## config.mk

```make
export PLATFORM = sky130hd
export DESIGN_NAME = sar_result_buffer
export DESIGN_NICKNAME = d
export VERILOG_FILES = /design/src/rtl/sar_result_buffer.sv
export SDC_FILE = /design/constraint.sdc
export NUM_CORES = 1
export LEC_CHECK = 0
export BUFFER_PORTS_ARGS = -buffer_cell sky130_fd_sc_hd__buf_2
export CAP_MARGIN = 30
export CORE_ASPECT_RATIO = 0.8
export CORE_MARGIN = 4
export CORE_UTILIZATION = 30
export DETAILED_ROUTE_END_ITERATION = 10
export PLACE_DENSITY = 0.46
export SETUP_SLACK_MARGIN = 0.3
export SYNTH_ARGS = -nofsm -noshare
export SYNTH_HDL_FRONTEND = slang
export SYNTH_SLANG_ARGS = --single-unit
```

## constraint.sdc

```tcl
create_clock -name clock -period 2.4 [get_ports clock]
set_input_delay 0.36 -clock clock [delete_from_list [all_inputs] [get_ports clock]]
set_output_delay 0.36 -clock clock [all_outputs]
set_load 0.01 [all_outputs]
```

## src/rtl/sar_result_buffer.sv

```systemverilog
// Back-end for sar_logic: captures conversion codes on soc, averages 1/2/4/8 samples,
// and queues the words in a first-word-fall-through FIFO with valid/ready output.
module sar_result_buffer #(
    parameter int DEPTH = 4,
    parameter int LVL_W = 3
) (
    input  logic             clock,
    input  logic             reset_n,
    input  logic             soc,
    input  logic [8:0]       result,
    input  logic [1:0]       avg_sel,
    input  logic             clr_ovf,
    output logic [8:0]       dout,
    output logic             dout_valid,
    input  logic             dout_ready,
    output logic [LVL_W-1:0] fifo_level,
    output logic             overflow
);
    localparam int AW = $clog2(DEPTH);
    localparam int PW = AW + 1;

    logic          primed_q, primed_d;
    logic [11:0]   acc_q, acc_d;
    logic [2:0]    cnt_q, cnt_d;
    logic [1:0]    sel_q, sel_d;
    logic [PW-1:0] wptr_q, wptr_d;
    logic [PW-1:0] rptr_q, rptr_d;
    logic          ovf_q, ovf_d;
    logic [8:0]    mem_q [DEPTH];
    logic [8:0]    mem_d [DEPTH];

    logic          sample, last, push, pop, empty, full;
    logic [1:0]    eff_sel;
    logic [2:0]    cnt_lim;
    logic [11:0]   sum;
    logic [8:0]    word;

    always_comb begin
        primed_d = primed_q;
        acc_d    = acc_q;
        cnt_d    = cnt_q;
        sel_d    = sel_q;
        wptr_d   = wptr_q;
        rptr_d   = rptr_q;
        ovf_d    = ovf_q;
        mem_d    = mem_q;

        // First soc after reset has no finished conversion behind it.
        sample = soc & primed_q;
        if (soc) primed_d = 1'b1;

        eff_sel = (cnt_q == 3'd0) ? avg_sel : sel_q;
        case (eff_sel)
            2'd0:    cnt_lim = 3'd0;
            2'd1:    cnt_lim = 3'd1;
            2'd2:    cnt_lim = 3'd3;
            default: cnt_lim = 3'd7;
        endcase
        sum  = acc_q + {3'b000, result};
        last = (cnt_q == cnt_lim);
        word = 9'(sum >> eff_sel);
        push = sample & last;

        empty = (wptr_q == rptr_q);
        full  = (wptr_q[AW] != rptr_q[AW]) && (wptr_q[AW-1:0] == rptr_q[AW-1:0]);
        pop   = ~empty & dout_ready;

        if (sample) begin
            if (cnt_q == 3'd0) sel_d = avg_sel;
            if (last) begin
                acc_d = '0;
                cnt_d = '0;
            end else begin
                acc_d = sum;
                cnt_d = cnt_q + 3'd1;
            end
        end

        // When full, a same-cycle pop frees the slot being written.
        if (push && (!full || pop)) begin
            mem_d[wptr_q[AW-1:0]] = word;
            wptr_d = wptr_q + 1'b1;
        end
        if (pop) rptr_d = rptr_q + 1'b1;

        if (clr_ovf) ovf_d = 1'b0;
        if (push && full && !pop) ovf_d = 1'b1;
    end

    always_ff @(posedge clock) begin
        if (!reset_n) begin
            primed_q <= 1'b0;
            acc_q    <= '0;
            cnt_q    <= '0;
            sel_q    <= '0;
            wptr_q   <= '0;
            rptr_q   <= '0;
            ovf_q    <= 1'b0;
            for (int i = 0; i < DEPTH; i++) mem_q[i] <= '0;
        end else begin
            primed_q <= primed_d;
            acc_q    <= acc_d;
            cnt_q    <= cnt_d;
            sel_q    <= sel_d;
            wptr_q   <= wptr_d;
            rptr_q   <= rptr_d;
            ovf_q    <= ovf_d;
            mem_q    <= mem_d;
        end
    end

    assign dout       = mem_q[rptr_q[AW-1:0]];
    assign dout_valid = (wptr_q != rptr_q);
    assign fifo_level = LVL_W'(wptr_q - rptr_q);
    assign overflow   = ovf_q;
endmodule

```

======== Word level (Yosys, flattened, before mapping) ========
Index checks and enable logic that the tools add are counted.
operators by class
  div/mod/pow operators ................... 0
  shift operators ......................... 1
  mux-type cells .......................... 12
  $lt $le $gt $ge ......................... 3
  reductions and logical operators ........ 11
  add/subtract/negate cells ............... 5
  bitwise gates (word level) .............. 6
  $mul .................................... 0
  eq/ne operators ......................... 7
operator list
  cell                 count
  $bwmux 36            1
  $mux 9               3
  $bmux 9 s2           1
  $demux 9 s2          1
  $add 12x9->12        1
  $mux 12              1
  $shr 12x2->9         1
  $add 3x1->3 const B  3
  $pmux 3 s3           1
  $eq 3x3->1           2
  $ge 3x3->1 const B   2
  $not 2->3            2
  $logic_and 1x1->1    5
  $and 1x1->1          3
  $logic_not 3->1      1
  $lt 3x1->1 const B   1
  $mux 3               1
  $ne 3x3->1           1
  $sub 3x3->3          1
  $eq 2x1->1 const B   1
  $eq 2x2->1           1
  $eq 2x2->1 const B   1
  $logic_not 1->1      2
  $logic_not 2->1      1
  other kinds (6)      7
word-level totals
  latch bits .............................. 0
  ROM bits ................................ 0
  output and inout port bits .............. 14
  memories kept ........................... 0
  memory bits (writable) .................. 0
  input bits .............................. 16
  register bits ........................... 61

======== Logic depth before layout (Yosys ltp) ========
  depth in word-level cells ............... 9
  mapped depth ............................ 12

======== Least setup slack after synthesis ========
OpenSTA, ideal clock, no wires.
  path kind ............................... input-to-reg
  start point ............................. input port result[0]
  end point ............................... register mem_q[16] in the netlist's numbering
  library setup time ...................... 0.065 ns
  path buffers ............................ 0
  stages .................................. 9
  arrival time ............................ 2.483 ns
  data required time ...................... 2.335 ns
  slack ................................... -0.148 ns
  cell sequence ........................... ha_1 fa_1 a211o_1 a21o_1 a31o_2 mux2i_1 a2111oi_4 mux2i_1 nor2b_1
on the way
  word-level cells in the longest chain between the ends .. 3
RTL lines
  element                 line  RTL
  start: declaration      10    input logic [8:0] result,
  $add 12x9->12           59    sum = acc_q + {3'b000, result};
  $shr 12x2->9            61    word = 9'(sum >> eff_sel);
  $bwmux 36               81    mem_d[wptr_q[AW-1:0]] = word;
  end signal: assignment  108   mem_q <= mem_d;
  end: declaration        29    logic [8:0] mem_q [DEPTH];
No other way between the ends.
A chain may end at the register's enable or synchronous reset.

======== Final worst setup path ========
  start point ............................. register acc_q[0]
  end point ............................... register mem_q[32] in the netlist's numbering
on the way
  word-level cells in the longest chain between the ends .. 3
RTL lines
  element                   line  RTL
  start: declaration        23    logic [11:0] acc_q, acc_d;
  start signal: assignment  93    acc_q <= '0;
  start signal: assignment  102   acc_q <= acc_d;
  $add 12x9->12             59
  $shr 12x2->9              61
  $bwmux 36                 81
No other way between the ends.

==> results.ini <==
[outcome]
status = finished with violations
violations = setup timing

[synth]
synth_area_um2 = 3672
yosys_most_used_dff = dfxtp_1
synth_area_leader_cell = dfxtp_1
synthArstFlopShare_pct = 0
ys_types = 56
ys_warn_count = 0
synth_cells = 402
post-synth-top-count-cell = dfxtp_1
netlist_top_cells_area = dfxtp_1, ha_1, mux4_2
yosysTopAreaCellShare_pct = 33.25
syn_nets = 438
synth_seq_cells = 61
synth_common_cells = dfxtp_1, nand2_1, o21ai_0
synth_edf_count = 0
avgSynthCellArea_um2 = 9.135
seq_area_frac_synth_pct = 33.25

[timing]
fin_tns_setup_ps = -1057
min_period_ps = 2512
fin_crit_sh_pct = 104.7
fmax_ghz = 0.3981
skew_ps = 5.351
max-slew-margin-rel_pct = 57.14
tightest_slew_ps = 642.9
hold_viol_final = 0
finalWorstSetupSlack_ps = -111.6
setup_viol = 20
rsz0062_at_grt = yes
slew_viol_final = 0

[global_route]
grt.busiest_layer = met2
grt_pass1_wl_um = 15860
grt-ovfl-total = 0
grt_pass1_vias = 3115
groute.usage.overall_pct = 13.98
antenna_found_initial = 0
grt.met1_usage_pct = 19.38
use_met3_pct = 3.236
grt_use_met2_pct = 22.15
grt_max_degree = 74

[setup_path]
endpoint_kind = register
crit_fanout = 4
criticalPathCategory = register to register
required_ps = 2600
worstSetupStartpoint = acc_q[0]
arrival_ps = 2720
reg2reg_from = acc_q[0]
worstSetupStartpointType = register

[clock_tree]
clk_latency_ps = 320
clk_pin_slew_ps = 50
cts_buffers = 9
htree_levels = 3
cts_root_buf = clkbuf_16
cts.sinks = 61
cts_tree = built
clock_path_buffers = 2

[drt]
num_vias = 3133
drc_errors = 0
ant_nets = 0
avgRoutedWirePerCell_um = 15.29
vias_per_cell = 4.918
first_pass_iters = 5
wl_um = 9741
dr.first_iter.drc_count = 113

[placed_design]
port_buffers = 29
pre_cts_ws_ps = -281.7
routabilityCongestion = 0.7564
dp_hpwl_um = 6526

[floorplanning]
start_util_pct = 31.29
die_area_um2 = 14090
coreArea_um2 = 11740
die_w_um = 131.7
rows = 35
pin_count = 30
die_y_um = 107.0

[power]
power_leakage_nw = 2.099
irDropWorstVdd_mv = 0.2844
power_density_nw_per_um2 = 601.0

[hold_path]
min_from = soc
hold_path.class = input pin to register

[finish]
final.fill_count = 1152
nets = 520
area_delta_synth_final_pct = 39.93
num_antenna_cells = 0
seq_area_um2 = 1229
multi_input_area_um2 = 2580
drive_above_1_share_pct = 39.26

[job]
cap_violations = 0

## flip-flops by register name, indices dropped and copies added (netlist names)
register,cells
mem_q,36
acc_q,12
rptr_q,3
overflow,1
cnt_q,3
sel_q,2
wptr_q,3
primed_q,1
## metrics by stage
step	instances	power [mW]	util (%)	hold WS [ps]	cell area, µm²
6_report	637	3.088	43.78	257.2	5139
4_1_cts	627	3.050	41.33	244.7	4851
2_1_floorplan	402	1.424	-	432.8	3760
3_5_place_dp	593	1.614	36.24	455.4	4253
3_3_place_gp	593	1.612	36.24	447.3	4253
5_1_grt	637	3.238	43.78	256.1	5139
## final timing paths
path | to | slack (ps) | depth (start not counted)
setup / recovery | mem_q[32] | -110 | 11
hold / removal | primed_q | 260 | 2
setup reg to reg | mem_q[32] | -110 | 11
hold reg to reg | mem_q[31] | 450 | 2
## layout make-up
class	instances	share of cell area, %
flip-flops and latches	61	23.91
multi-input cells	302	50.21
clock inverters	3	0.8279
clock buffers	13	5.259
repair buffers	99	15.39
well taps	148	3.604
inverters	11	0.8035
## cell families after synthesis
logic type,Yosys count,synth area share (%)
buffers and inverters,39,5.179
AND/OR/NAND/NOR,133,18.40
multiplexers,34,13.39
AO/OA/AOI/OAI,101,19.22
flip-flops,61,33.25
XOR/XNOR,14,3.339
adder cells (fa/ha/maj),20,7.223
## layout by cell type, fill, tap and decap left out, types with 3 or more instances in the layout
master      n
inv_1       9
buf_8       4
mux2i_1    16
ha_1       16
a31oi_1     4
buf_6      14
buf_2      29
o211a_1     3
clkbuf_16   9
nand2_1    51
dfxtp_1    57
o211ai_1    3
a21o_1      3
o22ai_2     5
buf_12      3
o21ai_1    15
nor3_2      4
nor2_1      6
mux2_4      3
a21boi_0    3
and4_4      4
nand4_1     3
clkbuf_8    3
buf_4      49
nand3_1    15
a21oi_1    16
xnor2_1     7
nor2b_1    21
or3_1       4
o21ai_2     6
o21ai_0    14
and2_1     12
dfxtp_2     3
mux4_2      9
o22ai_1     5
## power breakdown
group	switching (mW)	total (mW)	internal (mW)
Combinational	0.359	0.693	0.334
Clock	0.460	1.35	0.887
Sequential	0.0151	1.05	1.03
Total	0.834	3.09	2.25
## metal layers
metal / routed length, µm / vias up
met5: 0 / -
met4: 51 / 0
met3: 227 / 4
met2: 4484 / 36
met1: 4977 / 1494
li1: - / 1599
## what timing repair did
action	CTS	global route
gates resized for setup	49	51
setup endpoints to repair	54	54
pin swaps	25	24
setup buffers	18	10
hold buffers	0	0
endpoints found under the hold margin	0	0
cloned	0	0
## worst max-delay path, stage by stage (launching register included)
cell and delay [ps]:
dfxtp_2 330, ha_4 160, fa_2 350, a211o_1 300, a21o_1 240, buf_4 150
buf_6 110, xor2_4 150, mux2_4 290, a2bb2oi_2 160, nand3_1 80, o21ai_0 80
Note: power is estimated with default switching activity, not from simulation.
